File: src/rtl/bnn_seq_ctrl.sv
`default_nettype none
// ============================================================================
// Module  : bnn_seq_ctrl
// Brief   : Sequencer for a small BNN datapath. It loads weights from a nibble
//           stream and runs one inference at a time.
// Revision: 1.0
// ============================================================================
module bnn_seq_ctrl #(
    parameter int NUM_NEURONS = 12,
    parameter int PIPE_LAT    = 2
) (
    input  logic       clk,
    input  logic       reset,
    input  logic       ena,
    input  logic       cfg_start,
    input  logic       nib_valid,
    input  logic [3:0] nib_data,
    output logic       nib_ready,
    output logic       wr_en,
    output logic [3:0] wr_addr,
    output logic [7:0] wr_data,
    input  logic       in_valid,
    input  logic [7:0] in_data,
    output logic       in_ready,
    output logic [7:0] bnn_in,
    input  logic [3:0] res_in,
    output logic       out_valid,
    output logic [3:0] out_data,
    input  logic       out_ready,
    output logic       load_done,
    output logic [7:0] infer_cnt
);

    typedef enum logic [1:0] {
        IDLE  = 2'd0,
        LOAD  = 2'd1,
        INFER = 2'd2,
        HOLD  = 2'd3
    } state_t;

    localparam logic [3:0] c_last_idx = 4'(NUM_NEURONS - 1);
    localparam logic [7:0] c_lat      = 8'(PIPE_LAT);

    state_t     state_q,     state_d;
    logic [3:0] idx_q,       idx_d;
    logic       phase_q,     phase_d;
    logic [3:0] lo_q,        lo_d;
    logic [7:0] cnt_q,       cnt_d;
    logic       wr_en_q,     wr_en_d;
    logic [3:0] wr_addr_q,   wr_addr_d;
    logic [7:0] wr_data_q,   wr_data_d;
    logic [7:0] bnn_in_q,    bnn_in_d;
    logic       out_valid_q, out_valid_d;
    logic [3:0] out_data_q,  out_data_d;
    logic       load_done_q, load_done_d;
    logic [7:0] infer_cnt_q, infer_cnt_d;

    always_ff @(posedge clk) begin
        if (reset) begin
            state_q     <= IDLE;
            idx_q       <= 4'd0;
            phase_q     <= 1'b0;
            lo_q        <= 4'd0;
            cnt_q       <= 8'd0;
            wr_en_q     <= 1'b0;
            wr_addr_q   <= 4'd0;
            wr_data_q   <= 8'd0;
            bnn_in_q    <= 8'd0;
            out_valid_q <= 1'b0;
            out_data_q  <= 4'd0;
            load_done_q <= 1'b0;
            infer_cnt_q <= 8'd0;
        end else begin
            state_q     <= state_d;
            idx_q       <= idx_d;
            phase_q     <= phase_d;
            lo_q        <= lo_d;
            cnt_q       <= cnt_d;
            wr_en_q     <= wr_en_d;
            wr_addr_q   <= wr_addr_d;
            wr_data_q   <= wr_data_d;
            bnn_in_q    <= bnn_in_d;
            out_valid_q <= out_valid_d;
            out_data_q  <= out_data_d;
            load_done_q <= load_done_d;
            infer_cnt_q <= infer_cnt_d;
        end
    end

    always_comb begin
        state_d     = state_q;
        idx_d       = idx_q;
        phase_d     = phase_q;
        lo_d        = lo_q;
        cnt_d       = cnt_q;
        wr_en_d     = wr_en_q;
        wr_addr_d   = wr_addr_q;
        wr_data_d   = wr_data_q;
        bnn_in_d    = bnn_in_q;
        out_valid_d = out_valid_q;
        out_data_d  = out_data_q;
        load_done_d = load_done_q;
        infer_cnt_d = infer_cnt_q;

        // With ena low everything holds, so a pending write/pulse survives the stall.
        if (ena) begin
            wr_en_d     = 1'b0;
            load_done_d = 1'b0;
            case (state_q)
                IDLE: begin
                    if (cfg_start) begin
                        state_d = LOAD;
                        idx_d   = 4'd0;
                        phase_d = 1'b0;
                    end else if (in_valid) begin
                        bnn_in_d = in_data;
                        cnt_d    = 8'd0;
                        state_d  = INFER;
                    end
                end
                LOAD: begin
                    if (nib_valid) begin
                        if (!phase_q) begin
                            lo_d    = nib_data;
                            phase_d = 1'b1;
                        end else begin
                            wr_en_d   = 1'b1;
                            wr_addr_d = idx_q;
                            wr_data_d = {nib_data, lo_q};
                            phase_d   = 1'b0;
                            if (idx_q == c_last_idx) begin
                                idx_d       = 4'd0;
                                load_done_d = 1'b1;
                                state_d     = IDLE;
                            end else begin
                                idx_d = idx_q + 4'd1;
                            end
                        end
                    end
                end
                INFER: begin
                    if (cnt_q == c_lat) begin
                        out_data_d  = res_in;
                        out_valid_d = 1'b1;
                        state_d     = HOLD;
                    end else begin
                        cnt_d = cnt_q + 8'd1;
                    end
                end
                HOLD: begin
                    if (out_ready) begin
                        out_valid_d = 1'b0;
                        infer_cnt_d = infer_cnt_q + 8'd1;
                        state_d     = IDLE;
                    end
                end
                default: state_d = IDLE;
            endcase
        end
    end

    assign nib_ready = ena && (state_q == LOAD);
    assign in_ready  = ena && (state_q == IDLE) && !cfg_start;
    assign wr_en     = wr_en_q && ena;
    assign load_done = load_done_q && ena;
    assign wr_addr   = wr_addr_q;
    assign wr_data   = wr_data_q;
    assign bnn_in    = bnn_in_q;
    assign out_valid = out_valid_q;
    assign out_data  = out_data_q;
    assign infer_cnt = infer_cnt_q;

endmodule
`default_nettype wire

File: config.mk
export PLATFORM = sky130hd
export DESIGN_NAME = bnn_seq_ctrl
export DESIGN_NICKNAME = d
export VERILOG_FILES = /design/src/rtl/bnn_seq_ctrl.sv
export SDC_FILE = /design/constraint.sdc
export NUM_CORES = 1
export LEC_CHECK = 0
export ABC_AREA = 1
export BUFFER_PORTS_ARGS = -buffer_cell sky130_fd_sc_hd__buf_2
export CELL_PAD_IN_SITES_DETAIL_PLACEMENT = 0
export CELL_PAD_IN_SITES_GLOBAL_PLACEMENT = 2
export CORE_AREA = 2 2 103 105
export CTS_CLUSTER_DIAMETER = 100
export CTS_CLUSTER_SIZE = 20
export DETAILED_ROUTE_END_ITERATION = 8
export DIE_AREA = 0 0 105 107
export PLACE_DENSITY = 0.72
export SYNTH_ARGS = -nofsm -noshare
export SYNTH_HDL_FRONTEND = slang
export SYNTH_SLANG_ARGS = --single-unit
File: constraint.sdc
create_clock -name clk -period 1.4 [get_ports clk]
set_input_delay 0.28 -clock clk [delete_from_list [all_inputs] [get_ports clk]]
set_output_delay 0.28 -clock clk [all_outputs]
set_load 0.03 [all_outputs]
==> results of run 1 <==
-- per-layer routing --
metal,vias up,global-route usage
met5,-,0
met4,0,0.0314
met3,7,0.0261
met2,51,0.217
met1,1077,0.154
li1,1321,-
-- tightest hold or removal path, cell delays in order --
cell and delay (ns):
buf_2 0.08, nor2_1 0.03, nor2_1 0.08
-- through the flow --
stage | total power (W) | hold WS [ns] | std cells | setup slack, ns | setup TNS [ns]
final | 0.00413 | 0.181 | 590 | -0.0454 | -0.0454
after global routing | 0.00440 | 0.184 | 590 | -0.129 | -0.499
after CTS | 0.00395 | 0.170 | 584 | -0.104 | -0.143
after detailed placement | 0.00269 | 0.457 | 571 | -0.0898 | -0.527
after global placement | 0.00269 | 0.454 | 571 | -0.0813 | -0.584
after floorplan | 0.00240 | 0.415 | 366 | 0.00856 | 0
-- cell usage in the layout (no fill, tap or decap), types with 2 or more instances in the layout --
cell type  instances
nor2_1            75
nand2_1           71
buf_2             57
dfxtp_1           50
inv_1             32
o21ai_0           29
buf_4             29
a21oi_1           18
nand3_1           16
nand2_2            7
nor2_2             7
inv_2              5
inv_4              5
clkbuf_8           5
nor2_4             4
buf_6              4
nand2_4            3
nand3_2            3
nor3_1             3
nand3_4            3
xor2_1             3
ha_1               3
nand4_1            2
a21oi_2            2
nand3b_1           2
dfxtp_2            2
dfxtp_4            2
-- state kept, by name, summed over array words and instances, names as in the netlist, 2 cells and up --
name,flops
bnn_in,8
cnt_q,8
infer_cnt,8
wr_data,8
idx_q,4
lo_q,4
out_data,4
wr_addr,4
state_q,2
-- power by group --
part | switching, W | internal (W)
clock network | 0.000537 | 0.000535
registers | 0.0000666 | 0.00164
logic | 0.000812 | 0.000538
total | 0.00142 | 0.00271
-- worst max path at each step --
stage	end	cells after the start
CTS	in_ready	4
global placement	cnt_q[5]$_SDFFE_PP0P_	9
finish	in_ready	4
global route	in_ready	4
detailed placement	cnt_q[0]$_SDFFE_PP0P_	7
floorplan	bnn_in[2]$_SDFFE_PP0P_	8
-- cells by family (layout without fill, tap and decap cells) --
family | after synthesis | count (layout) | share of synthesized area
AO/OA/AOI/OAI | 53 | 53 | 0.109
XOR/XNOR | 3 | 3 | 0.0106
adder cells (fa/ha/maj) | 4 | 4 | 0.0202
buffers and inverters | 52 | 140 | 0.0880
flip-flops | 54 | 54 | 0.437
AND/OR/NAND/NOR | 200 | 200 | 0.335
-- cell type report --
cell class                 count  area, um^2  share of cell area
sequential                    54        1090               0.319
multi-input combinational    260        1340               0.390
clock inverter                 2        37.5              0.0110
clock buffer                   6        72.6              0.0212
inverter                      42         170              0.0497
tap                          136         170              0.0497
timing repair buffer          90         548               0.160
-- timing repair --
| item | CTS | global route |
|---|---|---|
| gates cloned | 0 | 0 |
| setup endpoints to repair | 25 | 38 |
| hold buffers | 0 | 0 |
| pin swaps | 2 | 11 |
| buffers inserted | 5 | 7 |
| resized for setup | 17 | 42 |
==> metrics.md, run 1 <==
| Metric | Value |
|---|---|
| Status | `finished with violations` |
| Failing checks | `setup timing` |
| Synth Area per Inst | `6.76 um^2` |
| # diodes | `0` |
| Worst R2R Path Depth | `8` |
| DR top layer | `met4` |
| I/O Pins | `60` |
| Hold-critical path depth | `3` |
| Fillers | `1137` |
| Met3 WL | `264 um` |
| Layout cells sized above 1 | `0.322` |
| Nets | `480` |
| Area grow syn2layout | `38.4%` |
| Ys flop type | `dfxtp_1` |
| Max-cap violations | `0` |
| Crit Path Max Fanout | `4` |
| Critical path, cell by cell | `inv_4 > nand2_4 > nor3_4 > buf_6` |
| Max Clock Freq | `692 MHz` |
| Post-DRT Antenna Nets | `0` |
| Wire length on met1 | `3.15 mm` |
| DRC | `0` |
| CP Launch Point | `state_q[0]$_SDFFE_PP0P_` |
| Post-DR wirelength/cell | `11.3 um` |
| Post-Synthesis Cell Area | `0.00247 mm^2` |
| CTS clk-pin slew, worst paths | `0.10 ns` |
| Critical Path Max Stage Delay | `0.38 ns` |
| Initial drt markers | `75` |
| Port bufs | `59` |
| Vias post-DR | `2456` |
| Gr ovfl total | `0` |
| Least-Margin Pin Slew | `0.234 ns` |
| GRT Total Usage | `0.124` |
| Worst hold start | `res_in[3]` |
| HP Class | `primary input to flop` |
| Top cells by count, synth | `86 x nor2_1, 79 x nand2_1, 54 x dfxtp_1` |
| Reg2reg end | `infer_cnt[7]$_SDFFE_PP0P_` |
| Largest net degree at the start of global routing | `25` |
| Routed vias/inst | `4.16` |
| Max-slew headroom | `0.844` |
| R2R setup slack | `0.06 ns` |
| Synth top area cells | `dfxtp_1 44%, nor2_1 13%, nand2_1 12%, o21ai_0 6.3%, inv_1 5.3%` |
| RSZ-0062 raised after global routing | `true` |
| Post-synth EDFFs | `0` |
| VDD IR-drop max | `0.485 mV` |
| First-pass GRT wire length | `11.3 mm` |
| Asr flop ratio synth | `0` |
| CTS H-Tree Depth | `2` |
| CTS tree | `done` |
| DIE AREA | `0.0112 mm^2` |
| Final Max Tran Viols | `0` |
| Core area | `0.0101 mm^2` |
| Fin area | `0.00342 mm^2` |
| CP delay by family, top | `flip-flops` |
| Flops & latches, synth | `54` |
| Gate Count Post-Synth | `366` |
| WS Path Type | `flop to primary output` |
| Initial antenna violation count | `0` |
| Endpoints failing hold | `0` |
| Die Width | `105 um` |
| Initial Util | `0.245` |
| Core Util, Final | `0.339` |
| Sequential area share after synthesis | `0.437` |
| Final cycle utilization of the critical path | `1.03` |
| Fin crit period | `1.45 ns` |
| Final HPWL from detailed placement | `4.86 mm` |
| 1st-pass router iterations | `4` |
| PwrDens | `1200 mW/mm^2` |
| CP max-delay cell | `dfxtp_4` |
| Total CTS buffers | `5` |
| CP required | `1.12 ns` |
| Post-synthesis cell type count | `24` |
| CTS max path bufs | `2` |
| Hold EP | `out_data[3]$_SDFFE_PP0P_` |
| Routed wire length | `6.66 mm` |
| Clock sink total | `54` |
| Layout Skew | `0.0101 ns` |
| RePlAce Congestion | `0.777` |
| Overall die height | `107 um` |
| Critical path data arrival time | `1.17 ns` |
| Area share of the largest cell type after synthesis | `0.437` |
| Synth Net Count | `393` |
| Most common cell in the netlist | `nor2_1` |
| Yosys Warn Count | `0` |
| Post-synth top area cell | `dfxtp_1` |
| DP Area | `0.00304 mm^2` |
| Root Buffer | `clkbuf_8` |
| P_leak | `1.63 nW` |
| Setup violators final | `1` |
| Buf+Inv Stages, Crit Path | `2` |
| # rows | `37` |
| CP endpoint kind | `primary output` |
| Met2 WL post-DR | `3.16 mm` |
| Worst r2r src | `state_q[1]$_SDFFE_PP0P_` |
| Worst setup SP type | `flop` |
| Final WS setup | `-0.0454 ns` |
| Worst skew pair latency | `0.31 ns` |
| Vias in the first global route | `2394` |
No activity file was read; power rests on OpenSTA's default activity.
==> inputs of run 2 (changes only) <==
- CORE_AREA: 2 2 103 105 -> 2 2 101 103
- CTS_BUF_LIST: default -> sky130_fd_sc_hd__clkbuf_8
- DIE_AREA: 0 0 105 107 -> 0 0 103 105
- PLACE_DENSITY: 0.72 -> 0.75
==> metrics.md, run 2 (synthesis results as in run 1) <==
| Metric | Value |
|---|---|
| Total CTS buffers | `5` |
| Clock sink total | `54` |
| Layout Skew | `0.00611 ns` |
| Critical path, cell by cell | `inv_4 > nand2_4 > nor3_4 > buf_6` |
| Die Width | `103 um` |
| RePlAce Congestion | `0.735` |
| Area grow syn2layout | `39.0%` |
| CP max-delay cell | `dfxtp_4` |
| DP Area | `0.00307 mm^2` |
| RSZ-0062 raised after global routing | `true` |
| GRT Total Usage | `0.132` |
| Layout cells sized above 1 | `0.336` |
| Max-cap violations | `0` |
| Worst skew pair latency | `0.31 ns` |
| Commonest non-fill, non-tap cell in the layout | `nor2_1` |
| # rows | `36` |
| Worst setup SP type | `flop` |
| Initial Util | `0.257` |
| Status | `finished with violations` |
| Nets | `484` |
| Vias in the first global route | `2432` |
| CTS tree | `done` |
| Critical Path Max Stage Delay | `0.39 ns` |
| CP required | `1.12 ns` |
| Final HPWL from detailed placement | `4.98 mm` |
| Root Buffer | `clkbuf_8` |
| Initial drt markers | `75` |
| Max-slew headroom | `0.855` |
| Post-CTS Hold Fix Bufs | `0` |
| Largest net degree at the start of global routing | `25` |
| Final WS setup | `-0.0132 ns` |
| Routed wire length | `6.69 mm` |
| PwrDens | `1170 mW/mm^2` |
| 1st-pass router iterations | `4` |
| Post-DR wirelength/cell | `11.3 um` |
| Fin cells | `591` |
| Fin area | `0.00344 mm^2` |
| Crit Path Max Fanout | `4` |
| Overall die height | `105 um` |
| Final Max Tran Viols | `0` |
| Setup violators final | `1` |
| DIE AREA | `0.0108 mm^2` |
| Failing checks | `setup timing` |
| P_leak | `1.65 nW` |
| DRC | `0` |
| Worst R2R Path Depth | `8` |
| Vias post-DR | `2498` |
| Final cycle utilization of the critical path | `1.01` |
| Least-Margin Pin Slew | `0.217 ns` |
| Critical path data arrival time | `1.13 ns` |
| # diodes | `0` |
| Max Clock Freq | `708 MHz` |
| HP Class | `primary input to flop` |
| WS Path Type | `flop to primary output` |
| CTS H-Tree Depth | `2` |
| CP endpoint kind | `primary output` |
| Routed vias/inst | `4.23` |
| Fin crit period | `1.41 ns` |
| Placed cells | `571` |
| Gr ovfl total | `0` |
| Core area | `0.00964 mm^2` |
| Post-DRT Antenna Nets | `0` |
| CTS max path bufs | `2` |
| VDD IR-drop max | `0.714 mV` |
| Most frequent cells in the layout | `76 x nor2_1, 69 x nand2_1, 57 x buf_2` |
| Hold-critical path depth | `3` |
| Endpoints failing hold | `0` |
| I/O Pins | `60` |
| Port bufs | `59` |
| First-pass GRT wire length | `11.6 mm` |
| Hold slack | `0.183 ns` |
| Initial antenna violation count | `0` |
| Pwr Total | `0.00402 W` |
| CTS clk-pin slew, worst paths | `0.11 ns` |
==> run 2: cell types whose count changed in the layout (fill, tap and decap cells not counted), sizes merged <==
cell | previous run | this run
clkinv | 0 | 1
bufinv | 1 | 0
clkinvlp | 1 | 0
buf | 90 | 94
clkbuf | 6 | 5
inv | 42 | 44
==> run 2: critical path: cells and delay by family (launching register included) <==
family | cells | cell delay, ns
buf+inv | 2 | 0.24
simple gates | 2 | 0.20
flops | 1 | 0.39
==> run 2: through the flow <==
stage	util	setup slack [ns]	setup TNS [ns]
2_1_floorplan	-	0.00856	0
3_3_place_gp	0.319	0.0103	0
3_5_place_dp	0.319	-0.0218	-0.0252
4_1_cts	0.338	-0.0344	-0.0634
5_1_grt	0.357	-0.0815	-0.440
6_report	0.357	-0.0132	-0.0132
==> run 2: layer usage <==
metal	GRT usage	vias up	part of all wire	wire length, um
met4	0.0226	0	0.0085	57
li1	-	1333	-	-
met2	0.221	41	0.49	3270
met3	0.0294	5	0.037	247
met5	0	-	0	0
met1	0.174	1119	0.47	3110
==> run 2: final cells by class <==
| type | count | area [um^2] |
|---|---|---|
| Clock buffer | 5 | 68.8 |
| Multi-Input combinational cell | 260 | 1330 |
| Fill cell | 1096 | 6200 |
| Timing Repair Buffer | 94 | 587 |
| Clock inverter | 3 | 28.8 |
| Sequential cell | 54 | 1090 |
| Tap cell | 133 | 166 |
| Inverter | 42 | 168 |
==> run 2: power breakdown <==
group	leakage, nW	internal, W	switching, W
Sequential	0.439	0.00164	0.0000828
Combinational	1.16	0.000552	0.000787
Clock	0.0506	0.000376	0.000587
Total	1.65	0.00256	0.00146
==> run 2: timing repair <==
item                       in CTS  in global routing
gates resized for setup        16                 43
buffers inserted                5                  7
pin swaps                       2                 12
setup endpoints to repair      18                 38
==> run 2: path summary, 6_finish.rpt <==
check	from	to	slack, ns
worst max-delay path	state_q[0]$_SDFFE_PP0P_	in_ready	-0.01
worst min-delay path	res_in[3]	out_data[3]$_SDFFE_PP0P_	0.18
worst max register to register	state_q[0]$_SDFFE_PP0P_	infer_cnt[7]$_SDFFE_PP0P_	0.04
worst min register to register	wr_en_q$_SDFFE_PP0P_	wr_en_q$_SDFFE_PP0P_	0.47
==> inputs of run 3 (changes only) <==
- CORE_AREA: 2 2 101 103 -> 2 2 120 87
- DIE_AREA: 0 0 103 105 -> 0 0 122 89
==> metrics.md, run 3 (synthesis results as in run 1) <==
| Metric | Value |
|---|---|
| Status | `finished with violations` |
| Failing checks | `setup timing` |
| Internal | `0.00263 W` |
| Vias in the first global route | `2261` |
| Post-CTS Hold Fix Bufs | `0` |
| CTS tree | `done` |
| DIE AREA | `0.0109 mm^2` |
| Switch share | `0.355` |
| P_leak | `1.66 nW` |
| Switching power | `0.00144 W` |
| Root Buffer | `clkbuf_8` |
| Layout Skew | `0.0117 ns` |
| Worst hold start | `res_in[1]` |
| Final Max Tran Viols | `0` |
| Max-slew headroom | `0.849` |
| Crit Path Max Fanout | `4` |
| Critical path data arrival time | `1.17 ns` |
| CTS max path bufs | `2` |
| Buf+Inv Stages, Crit Path | `2` |
| Least-Margin Pin Slew | `0.226 ns` |
| Hold EP | `out_data[1]$_SDFFE_PP0P_` |
| Final WS setup | `-0.0540 ns` |
| Most frequent cells in the layout | `73 x nor2_1, 68 x nand2_1, 57 x buf_2` |
| Post-DR wirelength/cell | `11.6 um` |
| Largest net degree at the start of global routing | `33` |
| Comb pwr share | `0.347` |
| Final cycle utilization of the critical path | `1.04` |
| Initial drt markers | `124` |
| Post-DRT Antenna Nets | `0` |
| Register area | `0.00109 mm^2` |
| Fin crit period | `1.45 ns` |
| Clock sink total | `54` |
| CTS H-Tree Depth | `2` |
| Port bufs | `59` |
| Total CTS buffers | `5` |
| Gr ovfl total | `0` |
| # rows | `30` |
| Critical path, cell by cell | `inv_4 > nand2_4 > nor3_4 > buf_6` |
| CP required | `1.12 ns` |
| RSZ-0062 raised after global routing | `true` |
| Final HPWL from detailed placement | `4.97 mm` |
| Worst R2R Path Depth | `8` |
| Routed wire length | `6.80 mm` |
| Pwr Total | `0.00407 W` |
| Layout cells sized above 1 | `0.341` |
| Overall die height | `89 um` |
| RePlAce Congestion | `0.777` |
| Initial antenna violation count | `0` |
| Worst skew pair latency | `0.31 ns` |
| Flop pwr share | `0.418` |
| DRC | `0` |
| Setup violators final | `1` |
| WS Path Type | `flop to primary output` |
| Fillers | `1056` |
| Nets | `484` |
| Routed vias/inst | `4.28` |
| Max Clock Freq | `688 MHz` |
| Multi-input logic area | `0.00135 mm^2` |
| Reg2reg end | `infer_cnt[7]$_SDFFE_PP0P_` |
| HP Class | `primary input to flop` |
| R2R setup slack | `0.04 ns` |
| Critical Path Max Stage Delay | `0.38 ns` |
| I/O Pins | `60` |
| Hold-critical path depth | `3` |
| First-pass GRT wire length | `10.6 mm` |
| Worst setup SP type | `flop` |
| Initial Util | `0.258` |
| VDD IR-drop max | `0.466 mV` |
| # diodes | `0` |
| PwrDens | `1180 mW/mm^2` |
| TNS Setup | `-0.0540 ns` |
| Core area | `0.00957 mm^2` |
| Vias post-DR | `2508` |
| Worst r2r src | `state_q[0]$_SDFFE_PP0P_` |
| Commonest non-fill, non-tap cell in the layout | `nor2_1` |
| CP endpoint kind | `primary output` |
| Die Width | `122 um` |
| Clock power share | `0.235` |
| CTS clk-pin slew, worst paths | `0.11 ns` |
| CP Launch Point | `state_q[0]$_SDFFE_PP0P_` |
| Max-cap violations | `0` |
| 1st-pass router iterations | `4` |
| CP delay by family, top | `flip-flops` |
| Area grow syn2layout | `39.9%` |
| GRT Total Usage | `0.123` |
| CP max-delay cell | `dfxtp_4` |
| Endpoints failing hold | `0` |
-- run 3: cell types whose count changed in the layout (fill, tap and decap cells not counted), moves of 2 or more --
cell,before,now
nor2_1,76,73
nand2_2,10,8
nor2_4,2,6
dfxtp_2,1,3
inv_4,2,4
o21ai_1,2,4
nand2_4,2,5
-- run 3: through the flow --
| step | util | instance area, um^2 | hold slack, ns | cells | worst slack (ns) |
|---|---|---|---|---|---|
| 6_report | 0.361 | 3460 | 0.195 | 586 | -0.0540 |
| 5_1_grt | 0.361 | 3460 | 0.210 | 586 | -0.109 |
| 4_1_cts | 0.343 | 3280 | 0.188 | 582 | -0.114 |
| 3_5_place_dp | 0.323 | 3090 | 0.456 | 569 | -0.0346 |
| 3_3_place_gp | 0.323 | 3090 | 0.449 | 569 | 0.0303 |
| 2_1_floorplan | - | 2480 | 0.415 | 366 | 0.00856 |
-- run 3: per-layer routing --
| metal | share of wire | GRT usage | routed length, um |
|---|---|---|---|
| met1 | 0.52 | 0.170 | 3530 |
| met2 | 0.43 | 0.199 | 2950 |
| met3 | 0.040 | 0.0255 | 269 |
| met4 | 0.0059 | 0.0282 | 40 |
| met5 | 0 | 0 | 0 |
-- run 3: cell type report --
cell class	instances	area share
well taps	128	0.0463
clock buffers	6	0.0239
inverters	42	0.0485
clock inverters	2	0.00470
flip-flops and latches	54	0.316
multi-input cells	260	0.391
repair buffers	94	0.170
-- run 3: how the worst max path moves through the flow --
stage | endpoint | slack (ns) | cells past startpoint
final | in_ready | -0.05 | 4
after detailed placement | cnt_q[6]$_SDFFE_PP0P_ | -0.03 | 8
after global placement | cnt_q[0]$_SDFFE_PP0P_ | 0.03 | 8
after CTS | in_ready | -0.11 | 4
after floorplan | bnn_in[2]$_SDFFE_PP0P_ | 0.009 | 8
after global routing | in_ready | -0.11 | 4
-- run 3: power by group through the flow --
stage	Clock [W]	Combinational [W]	Sequential [W]
floorplan	0	0.000620	0.00178
global placement	0	0.00108	0.00173
detailed placement	0	0.00107	0.00173
CTS	0.00102	0.00125	0.00170
global route	0.00105	0.00155	0.00172
finish	0.000956	0.00141	0.00170
-- run 3: timing repair --
item | 4_1_cts | 5_1_grt
endpoints found under the setup margin | 10 | 29
pin swaps | 1 | 14
setup buffers | 5 | 4
resized for setup | 19 | 48
-- run 3: worst register-to-register path, delay by kind of cell (launching register included) --
family	cells	cell delay, ns
simple gates	7	0.73
buf+inv	1	0.13
flops	1	0.40
